**config.mk**
```make
export PLATFORM = sky130hd
export DESIGN_NAME = boot_loader
export DESIGN_NICKNAME = d
export VERILOG_FILES = /design/src/rtl/proc_pkg.sv /design/src/rtl/boot_loader.sv
export SDC_FILE = /design/constraint.sdc
export NUM_CORES = 1
export LEC_CHECK = 0
export ABC_AREA = 1
export ABC_CLOCK_PERIOD_IN_PS = 1400
export CAP_MARGIN = 30
export CORE_MARGIN = 10
export CORE_UTILIZATION = 45
export CTS_BUF_LIST = sky130_fd_sc_hd__clkbuf_8
export DETAILED_ROUTE_END_ITERATION = 8
export PLACE_DENSITY = 0.77
export SETUP_SLACK_MARGIN = 0.2
export SLEW_MARGIN = 30
export SYNTH_ARGS = -nofsm -noshare
export SYNTH_HDL_FRONTEND = slang
export SYNTH_SLANG_ARGS = --single-unit
```
**constraint.sdc**
```tcl
create_clock -name clk_i -period 1.4 [get_ports clk_i]
set_input_delay 0.28 -clock clk_i [delete_from_list [all_inputs] [get_ports clk_i]]
set_output_delay 0.28 -clock clk_i [all_outputs]
set_load 0.05 [all_outputs]
```
**src/rtl/proc_pkg.sv**
```systemverilog
// Shared definitions for the boot loader: FSM states, frame constants and
// the running-checksum helper.
package proc_pkg;

   typedef enum logic [2:0] {
      ST_IDLE = 3'd0,
      ST_LEN  = 3'd1,
      ST_DATA = 3'd2,
      ST_CSUM = 3'd3,
      ST_DONE = 3'd4,
      ST_ERR  = 3'd5
   } state_t;

   localparam logic [7:0] SYNC_DEFAULT = 8'hA5;
   localparam int         CSUM_W       = 8;

   // Running checksum: plain modulo-2^CSUM_W sum of payload bytes.
   function automatic logic [CSUM_W-1:0] csum_add(input logic [CSUM_W-1:0] sum,
                                                  input logic [7:0]        data);
      csum_add = sum + data;
   endfunction

endpackage

```
**src/rtl/boot_loader.sv**
```systemverilog
// Boot loader: receives a framed program image (SYNC, LEN, payload, CSUM)
// over a valid/ready byte stream, writes the payload into program memory
// and releases the processor reset only when the checksum matches.
// The processor reset seen by the core is cpu_rst_o OR rst_i, so the core
// is held in reset during loader reset as well. Program memory is external
// and is never cleared here.
module boot_loader
   import proc_pkg::*;
#(
   parameter int         ADDR_W = 8,
   parameter logic [7:0] SYNC   = SYNC_DEFAULT
) (
   input  logic              clk_i,
   input  logic              rst_i,
   input  logic [7:0]        s_data_i,
   input  logic              s_valid_i,
   output logic              s_ready_o,
   output logic              mem_we_o,
   output logic [ADDR_W-1:0] mem_addr_o,
   output logic [7:0]        mem_wdata_o,
   output logic              cpu_rst_o,
   output logic              done_o,
   output logic              err_o
);

   // Byte counter must hold 2^ADDR_W and any 8-bit LEN value.
   localparam int CW = ((ADDR_W > 8) ? ADDR_W : 8) + 1;
   localparam logic [CW-1:0]     CNT_ZERO  = {CW{1'b0}};
   localparam logic [CW-1:0]     CNT_ONE   = {{(CW-1){1'b0}}, 1'b1};
   localparam logic [CW-1:0]     CNT_FULL  = CNT_ONE << ADDR_W;
   localparam logic [ADDR_W-1:0] ADDR_ZERO = {ADDR_W{1'b0}};
   localparam logic [ADDR_W-1:0] ADDR_ONE  = {{(ADDR_W-1){1'b0}}, 1'b1};

   state_t              state_r;
   logic                ready_r;
   logic                we_r;
   logic [ADDR_W-1:0]   mem_addr_r;
   logic [7:0]          wdata_r;
   logic                cpu_rst_r;
   logic                done_r;
   logic                err_r;
   logic [CW-1:0]       count_r;
   logic [CSUM_W-1:0]   sum_r;
   logic [ADDR_W-1:0]   addr_r;
   logic                accept_s;

   assign accept_s = s_valid_i & ready_r;

   // Frame FSM with all outputs registered; state only moves on accepted bytes.
   always_ff @(posedge clk_i) begin
      if (rst_i) begin
         state_r    <= ST_IDLE;
         ready_r    <= 1'b1;
         we_r       <= 1'b0;
         mem_addr_r <= ADDR_ZERO;
         wdata_r    <= 8'h00;
         cpu_rst_r  <= 1'b1;
         done_r     <= 1'b0;
         err_r      <= 1'b0;
         count_r    <= CNT_ZERO;
         sum_r      <= {CSUM_W{1'b0}};
         addr_r     <= ADDR_ZERO;
      end else begin
         // Write strobe is a single-cycle pulse following an accepted payload byte.
         we_r <= 1'b0;
         if (accept_s) begin
            case (state_r)
               ST_IDLE: begin
                  if (s_data_i == SYNC) begin
                     state_r <= ST_LEN;
                  end else begin
                     state_r <= ST_IDLE;
                  end
               end
               ST_LEN: begin
                  if (s_data_i == 8'h00) begin
                     count_r <= CNT_FULL;
                  end else begin
                     count_r <= CW'(s_data_i);
                  end
                  addr_r  <= ADDR_ZERO;
                  sum_r   <= {CSUM_W{1'b0}};
                  state_r <= ST_DATA;
               end
               ST_DATA: begin
                  we_r       <= 1'b1;
                  mem_addr_r <= addr_r;
                  wdata_r    <= s_data_i;
                  sum_r      <= csum_add(sum_r, s_data_i);
                  addr_r     <= addr_r + ADDR_ONE;
                  count_r    <= count_r - CNT_ONE;
                  if (count_r == CNT_ONE) begin
                     state_r <= ST_CSUM;
                  end else begin
                     state_r <= ST_DATA;
                  end
               end
               ST_CSUM: begin
                  if (s_data_i == sum_r) begin
                     state_r   <= ST_DONE;
                     ready_r   <= 1'b0;
                     cpu_rst_r <= 1'b0;
                     done_r    <= 1'b1;
                  end else begin
                     state_r   <= ST_ERR;
                     err_r     <= 1'b1;
                  end
               end
               ST_ERR: begin
                  if (s_data_i == SYNC) begin
                     err_r   <= 1'b0;
                     state_r <= ST_LEN;
                  end else begin
                     state_r <= ST_ERR;
                  end
               end
               ST_DONE: begin
                  state_r <= ST_DONE;
               end
               default: begin
                  state_r   <= ST_IDLE;
                  ready_r   <= 1'b1;
                  cpu_rst_r <= 1'b1;
                  done_r    <= 1'b0;
                  err_r     <= 1'b0;
               end
            endcase
         end
      end
   end

   assign s_ready_o   = ready_r;
   assign mem_we_o    = we_r;
   assign mem_addr_o  = mem_addr_r;
   assign mem_wdata_o = wdata_r;
   assign cpu_rst_o   = cpu_rst_r;
   assign done_o      = done_r;
   assign err_o       = err_r;

endmodule

```
==> qor.yml <==
outcome:
  outcome: "complete, but fails checks"
  violations: "setup timing"
critical_path:
  cp-startpoint: "sum_r[0]$_SDFFE_PP0P_"
  worst_ep_arrival_time_ns: 1.76
  r2r_cells: 7
  start_kind: "register"
  worstReg2RegEnd: "sum_r[4]$_SDFFE_PP0P_"
  required_ns: 1.64
  rrSetupSlack_ns: -0.12
  worstPathMaxFanout: 4
  critPathKind: "reg2reg"
  endpoint: "sum_r[4]$_SDFFE_PP0P_"
  r2r_start: "sum_r[0]$_SDFFE_PP0P_"
  end_kind: "register"
synth:
  synth-edff-count: 0
  netlist_top_cells_area: "dfxtp_1 (38%), nand2_1 (11%), a21oi_1 (8.3%), nand3_1 (5.5%), o21ai_0 (5.5%)"
  synthCells: 359
  netlist_area_mm2: 0.00254
  post-synth-top-area-fraction: 0.379
  synthDistinctLibCells: 35
  ys_seq_area_frac: 0.379
  postSynth.asyncResetShare: 0
  synth_nets: 381
  synth_warnings: 0
  ys_ff_latch: 48
  ys_dominant_reg_cell: "dfxtp_1"
  synth_top_area_cell: "dfxtp_1"
  post_synth.cell_area_avg_um2: 7.07
finish:
  regArea_um2: 992
  final_core_util: 0.847
  final_cell_mix: "nand2_1 (64), buf_4 (39), buf_6 (30), dfxtp_1 (29), inv_1 (25)"
  synthToLayoutAreaGrowth_pct: 82.7
  drive_above_1_share: 0.521
  fin_area_mm2: 0.00464
  stdcell_count: 538
  final_common_cell: "nand2_1"
  fin_nets: 487
  fillerInstances: 242
  multi_input_area_mm2: 0.00192
  n_antenna_cell: 0
placed_design:
  dpl.cell_count: 487
  routabilityCongestion: 0.916
  place_area_mm2: 0.00345
  hpwl_mm: 5.30
  io_buffers: 31
  place_ws_ns: -0.539
clocking:
  clk_latency_ns: 0.33
  cts.htree.levels: 2
  root_buffer: "clkbuf_8"
  numCtsBuffers: 5
  cts_hold_buf: 0
  cts_tree: "yes"
  clkSinkCount: 48
  clockBufferDepth: 2
  clk_pin_slew_worst_paths_ns: 0.10
global_routing:
  track_usage: 0.208
  first_global_vias: 3031
  grt_pass1_wl_mm: 15.0
  grt_overflow: 0
  grt_max_degree: 22
  grt_antenna_before_repair: 0
drt:
  drc_errors: 0
  wl_mm: 12.3
  num_vias: 3480
  drt-vias-per-instance: 6.47
  wl_per_cell_um: 22.8
  first_pass_iters: 6
  drtAntennaViolNets: 0
  first_iter_violations: 565
timing:
  fin_ws_ns: -0.120
  hold_violations: 0
  setup_viol: 24
  fmax_mhz: 658
  rsz0062_at_grt: "yes"
  finalMaxSlewViolations: 0
  fin_crit_ns: 1.52
  finClkSkew_ns: 0.00484
  worst_pin_slew_ns: 0.468
  finalCritPeriodShare: 1.09
  slew_headroom: 0.686
die:
  ios: 32
  die_h_um: 95.1
  core_mm2: 0.00547
  num_rows: 27
  start_util: 0.464
  die_area_mm2: 0.00904
  die_w_um: 95.1
power:
  ir_worst_vdd_mv: 0.743
  pwr-share-seq: 0.489
  clkPwrFrac: 0.410
  powerDensity_mw_per_mm2: 599
  p_int_uw: 2050
  power_frac_comb: 0.100
  power.switching_uw: 725
  report.power.total_uw: 2780
  p_sw_frac: 0.261
  leakage_uw: 0.00189
worst_hold_path:
  hp-class: "in2reg"
flow_run:
  drv_cap: 0
==> worst min path at each step <==
stage,startpoint,end,cells past startpoint
final,s_data_i[7],mem_wdata_o[7]$_SDFFE_PP0P_,3
after global routing,s_data_i[7],mem_wdata_o[7]$_SDFFE_PP0P_,3
after CTS,s_valid_i,state_r[2]$_SDFFE_PP0P_,4
after detailed placement,sum_r[6]$_SDFFE_PP0P_,sum_r[6]$_SDFFE_PP0P_,2
after global placement,sum_r[5]$_SDFFE_PP0P_,sum_r[5]$_SDFFE_PP0P_,2
after floorplan,rst_i,addr_r[5]$_SDFFE_PP0P_,1
==> power by group through the flow <==
| stage | registers (µW) | clock network (µW) | logic (µW) |
|---|---|---|---|
| floorplan | 1400 | 0 | 85.9 |
| global placement | 1400 | 0 | 194 |
| detailed placement | 1400 | 0 | 198 |
| CTS | 1360 | 1100 | 210 |
| global route | 1360 | 1170 | 288 |
| finish | 1360 | 1140 | 279 |
==> area by class of cell <==
| type | instances | area share |
|---|---|---|
| Timing Repair inverter | 3 | 0.00513 |
| Sequential cell | 48 | 0.214 |
| Clock inverter | 2 | 0.00837 |
| Inverter | 40 | 0.0405 |
| Multi-Input combinational cell | 259 | 0.413 |
| Timing Repair Buffer | 108 | 0.281 |
| Tap cell | 72 | 0.0194 |
| Clock buffer | 6 | 0.0178 |
==> state kept, by name (all words and copies together) (netlist names) <==
name,flops
done_o,1
err_o,1
addr_r,8
mem_addr_o,8
mem_wdata_o,8
mem_we_o,1
state_r,3
count_r,9
sum_r,8
cpu_rst_o,1
==> per-stage QoR <==
| step | hold slack, ns | TNS [ns] |
|---|---|---|
| floorplan | 0.358 | 0 |
| global placement | 0.457 | -9.16 |
| detailed placement | 0.466 | -10.44 |
| CTS | 0.482 | 0 |
| global route | 0.396 | -2.86 |
| finish | 0.407 | -0.890 |
==> critical path, cell delays in order, from the launching register on <==
cell and delay, ns:
dfxtp_2 0.35, ha_4 0.17, fa_2 0.39, nand3_2 0.09
nand2_2 0.06, a21oi_2 0.12, o21ai_1 0.08, a21oi_1 0.17
==> synth_stat cells (2+ instances only) <==
library cell and count:
a211oi_1 3, a21o_1 2, a21oi_1 42, a21oi_2 2, a31oi_1 2, a32o_1 2, buf_2 5, buf_6 3
clkbuf_1 4, clkinv_1 2, dfxtp_1 48, ha_1 10, inv_1 34, inv_2 4, nand2_1 76, nand2b_1 2
nand3_1 28, nand4_1 7, nor2_1 34, nor3_1 4, o211ai_1 2, o21ai_0 28, o21ai_1 3
==> repair_timing <==
item,in CTS,in global routing
buffers inserted,19,15
pin swaps,31,53
endpoints found under the setup margin,39,48
resized for setup,86,133
cloned,6,3
==> kinds of logic (layout without fill, tap and decap cells) <==
family                     count (synthesis)  after routing  synth area share
xor gates and xnor gates                   2              2           0.00690
buffers and inverters                     53            159            0.0912
AOI/OAI and AO/OA                         90             90             0.196
DFF                                       48             48             0.379
and+or+nand+nor                          155            156             0.270
adders and majority gates                 11             11            0.0572
==> per-layer routing <==
| metal | global-route usage | vias up | part of all wire |
|---|---|---|---|
| met5 | 0 | - | 0 |
| met4 | 0.0786 | 0 | 0.078 |
| met3 | 0.0605 | 118 | 0.11 |
| met2 | 0.374 | 301 | 0.48 |
| met1 | 0.224 | 1644 | 0.34 |
| li1 | - | 1417 | - |
(Power assumes the default switching activity.)
==> RTL edit, RTL diff (config.mk and constraints unchanged) <==
Re-encode `state_t` (6 states) as one-hot, 6 bits wide.
--- a/src/rtl/proc_pkg.sv
+++ b/src/rtl/proc_pkg.sv
@@ -2,13 +2,13 @@
 // the running-checksum helper.
 package proc_pkg;
 
-   typedef enum logic [2:0] {
-      ST_IDLE = 3'd0,
-      ST_LEN  = 3'd1,
-      ST_DATA = 3'd2,
-      ST_CSUM = 3'd3,
-      ST_DONE = 3'd4,
-      ST_ERR  = 3'd5
+   typedef enum logic [5:0] {
+      ST_IDLE = 6'b000001,
+      ST_LEN  = 6'b000010,
+      ST_DATA = 6'b000100,
+      ST_CSUM = 6'b001000,
+      ST_DONE = 6'b010000,
+      ST_ERR  = 6'b100000
    } state_t;
 
    localparam logic [7:0] SYNC_DEFAULT = 8'hA5;
Behaviour: same outputs for any inputs over 4 cycles, from zero or initial values and one cycle with rst_i high; so few cycles prove little.
==> RTL edit against the unedited design <==
  * The run still ends with setup timing left
  * Sequential cell count is 3 higher
  * Area after synthesis up 8.0%
  * Routed wire length increased by 4.2%
  * Count of clock-buffer cells in the layout shrank 1
  * Total power rose by 8.2%
  * Worst setup slack got worse by 0.19 ns
  * Highest routed layer unchanged
  * Critical endpoint is now sum_r[6]
  * Final area is 2.5% higher
  * Critical path depth rose by 2
==> RTL edit: results (changes against the unedited design) <==
Parameter                              Value

Outcome
  Result of the run ... finished, violations left
  Violated checks ... setup timing

Pwr
  Static leakage ... 0.00198 uW (+4.7%)
  Worst supply voltage drop on vdd ... 486 uV (-35%)
  Internal portion of total power ... 2270 uW (+11%)
  Sequential share of power ... 47.8% (-1.1 points)

Finish
  Max FFs per register ... 9 (unchanged)
  Register with the most flip-flops ... count_r
  Share of cells above drive strength 1 ... 51.4% (-0.71 points)
  NumNets Final ... 509 (+4.5%)
  Total of fill cells in the finished design ... 292 (+21%)
  Sequential cell area in the final layout ... 0.00106 mm2 (+6.8%)
  Number of diodes added for antenna fixing ... 0 (unchanged)

Clocking
  Num CTS Buffers ... 5 (unchanged)
  Clock latency at the later pin of the worst-skew pair ... 0.32 ns
  Clock root buffer master ... clkbuf_8
  Maximum number of buffers from clock root to sink ... 2 (unchanged)
  Register clock-pin slew on the reported worst setup and hold paths ... 0.10 ns (about the same)
  Depth of the CTS H-tree ... 2 (unchanged)

Logic synthesis
  Synth warn ... 0 (unchanged)
  Dominant synthesized flop cell ... dfxtp_1
  Top area cells in the synthesized netlist ... dfxtp_1, nand2_1, a21oi_1
  Fraction of the yosys area taken by sequential cells ... 37.3% (-0.61 points)
  Synthesized Nets ... 420 (+10%)
  Cell variety after synth ... 34 (-2.9%)
  Share of synthesized flip-flops with an asynchronous set or reset ... 0% (unchanged)
  Most used standard cells in the synthesized netlist ... nand2_1, dfxtp_1, nor2_1, a21oi_1, inv_1

Critical path
  Worst-path maximum fanout ... 4 (unchanged)
  Setup crit end ... sum_r[6]
  Depth of the most critical reg-to-reg path ... 9 (+2)
  Standard cell with the maximum stage delay on the critical path ... dfxtp_2
  Endpoint arrival time on the critical path ... 1.91 ns (+0.15 ns)
  Largest incremental delay on the critical path ... 0.35 ns (-0.04 ns)
  Critical Path Start ... sum_r[4]

Global routing
  Largest net degree at the start of global routing ... 24 (+9.1%)
  Global-route total usage across every layer ... 21.4% (+0.62 points)
  Number of global-route vias before repair ... 3410 (+13%)
  First-pass GRT wire length ... 17.2 mm (+14%)
  Initial antenna violation count ... 0 (unchanged)

Min path
  Hold Path Origin ... sum_r[4]
  Hold Crit Class ... reg -> reg

Placed design
  Detail Placement HPWL ... 5.65 mm (+6.6%)
  Placement-stage cell area ... 0.00377 mm2 (+9.2%)
  Global placement routability congestion ... 0.921 (+0.55%)
  Number of port buffers ... 31 (unchanged)

STA
  Post-route clock skew ... 0.00441 ns (-0.000432 ns)
  Final setup violation count ... 50 (+110%)
  Final Hold Violating Endpoints ... 0 (unchanged)
  Smallest setup slack after layout ... -0.306 ns (-0.186 ns)
  Normalized max-slew margin ... 69.8% (+1.3 points)

Drt
  DR pass1 iterations ... 7 (+1)
  Total wirelength of the detailed-routed design ... 12.8 mm (+4.2%)
  Vias after detailed routing ... 3545 (+1.9%)
  Count of routing violations after the opening detailed-route iteration ... 402 (-29%)
==> RTL edit: timing repair <==
item,CTS,global route
gates cloned,2,0
endpoints found under the setup margin,48,54
pin swaps,41,43
buffers inserted,10,9
gates resized for setup,115,92
==> RTL edit: cell type report <==
cell class | count | share of cell area [%]
Clock buffer | 5 | 1.45
Clock inverter | 3 | 1.42
Inverter | 43 | 3.87
Multi-Input combinational cell | 290 | 44.1
Sequential cell | 51 | 22.3
Tap cell | 75 | 1.98
Timing Repair Buffer | 96 | 24.9
==> RTL edit: per-stage QoR <==
stage / TNS [ns] / hold slack (ns) / worst slack (ns) / cells
detailed placement: -11.86 / 0.471 / -0.609 / 534
CTS: -0.154 / 0.455 / -0.0566 / 554
global placement: -10.86 / 0.458 / -0.538 / 534
floorplan: 0 / 0.415 / 0.0303 / 398
finish: -4.98 / 0.489 / -0.306 / 563
global route: -7.21 / 0.512 / -0.367 / 563
==> RTL edit: cell families (layout without fill, tap and decap cells) <==
group,after synthesis,count (layout),synth area share (%)
xor+xnor,2,2,0.639
fa+ha+maj,11,11,5.30
compound gates,80,80,15.7
simple gates,197,197,31.8
flops,51,51,37.3
buf+inv,57,147,9.36
==> RTL edit: power by group through the flow <==
stage | clock, uW | combinational [uW] | sequential, uW
after floorplan | 0 | 86.9 | 1480
after global placement | 0 | 211 | 1480
after detailed placement | 0 | 215 | 1480
after CTS | 1250 | 230 | 1440
after global routing | 1310 | 303 | 1440
final | 1270 | 293 | 1440
==> RTL edit: worst min-delay path by stage <==
stage,depth (start not counted),endpoint,slack [ns]
floorplan,2,mem_wdata_o[1],0.41
global placement,2,count_r[5],0.46
detailed placement,2,state_r[2],0.47
CTS,3,mem_wdata_o[7],0.45
global route,2,sum_r[4],0.51
finish,2,sum_r[4],0.49
==> RTL edit: layer usage <==
metal	global-route usage, %	vias up	share of wire [%]
li1	-	1477	-
met1	22.3	1662	34
met2	37.6	286	48
met3	6.06	120	10
met4	12.1	0	7.9
met5	0	-	0
==> RTL edit: critical path, delay by kind of cell, from the launching register on <==
family | cells | cell delay (ns)
simple gates | 5 | 0.64
flops | 1 | 0.35
fa+ha+maj | 1 | 0.28
buf+inv | 2 | 0.26
compound gates | 1 | 0.07
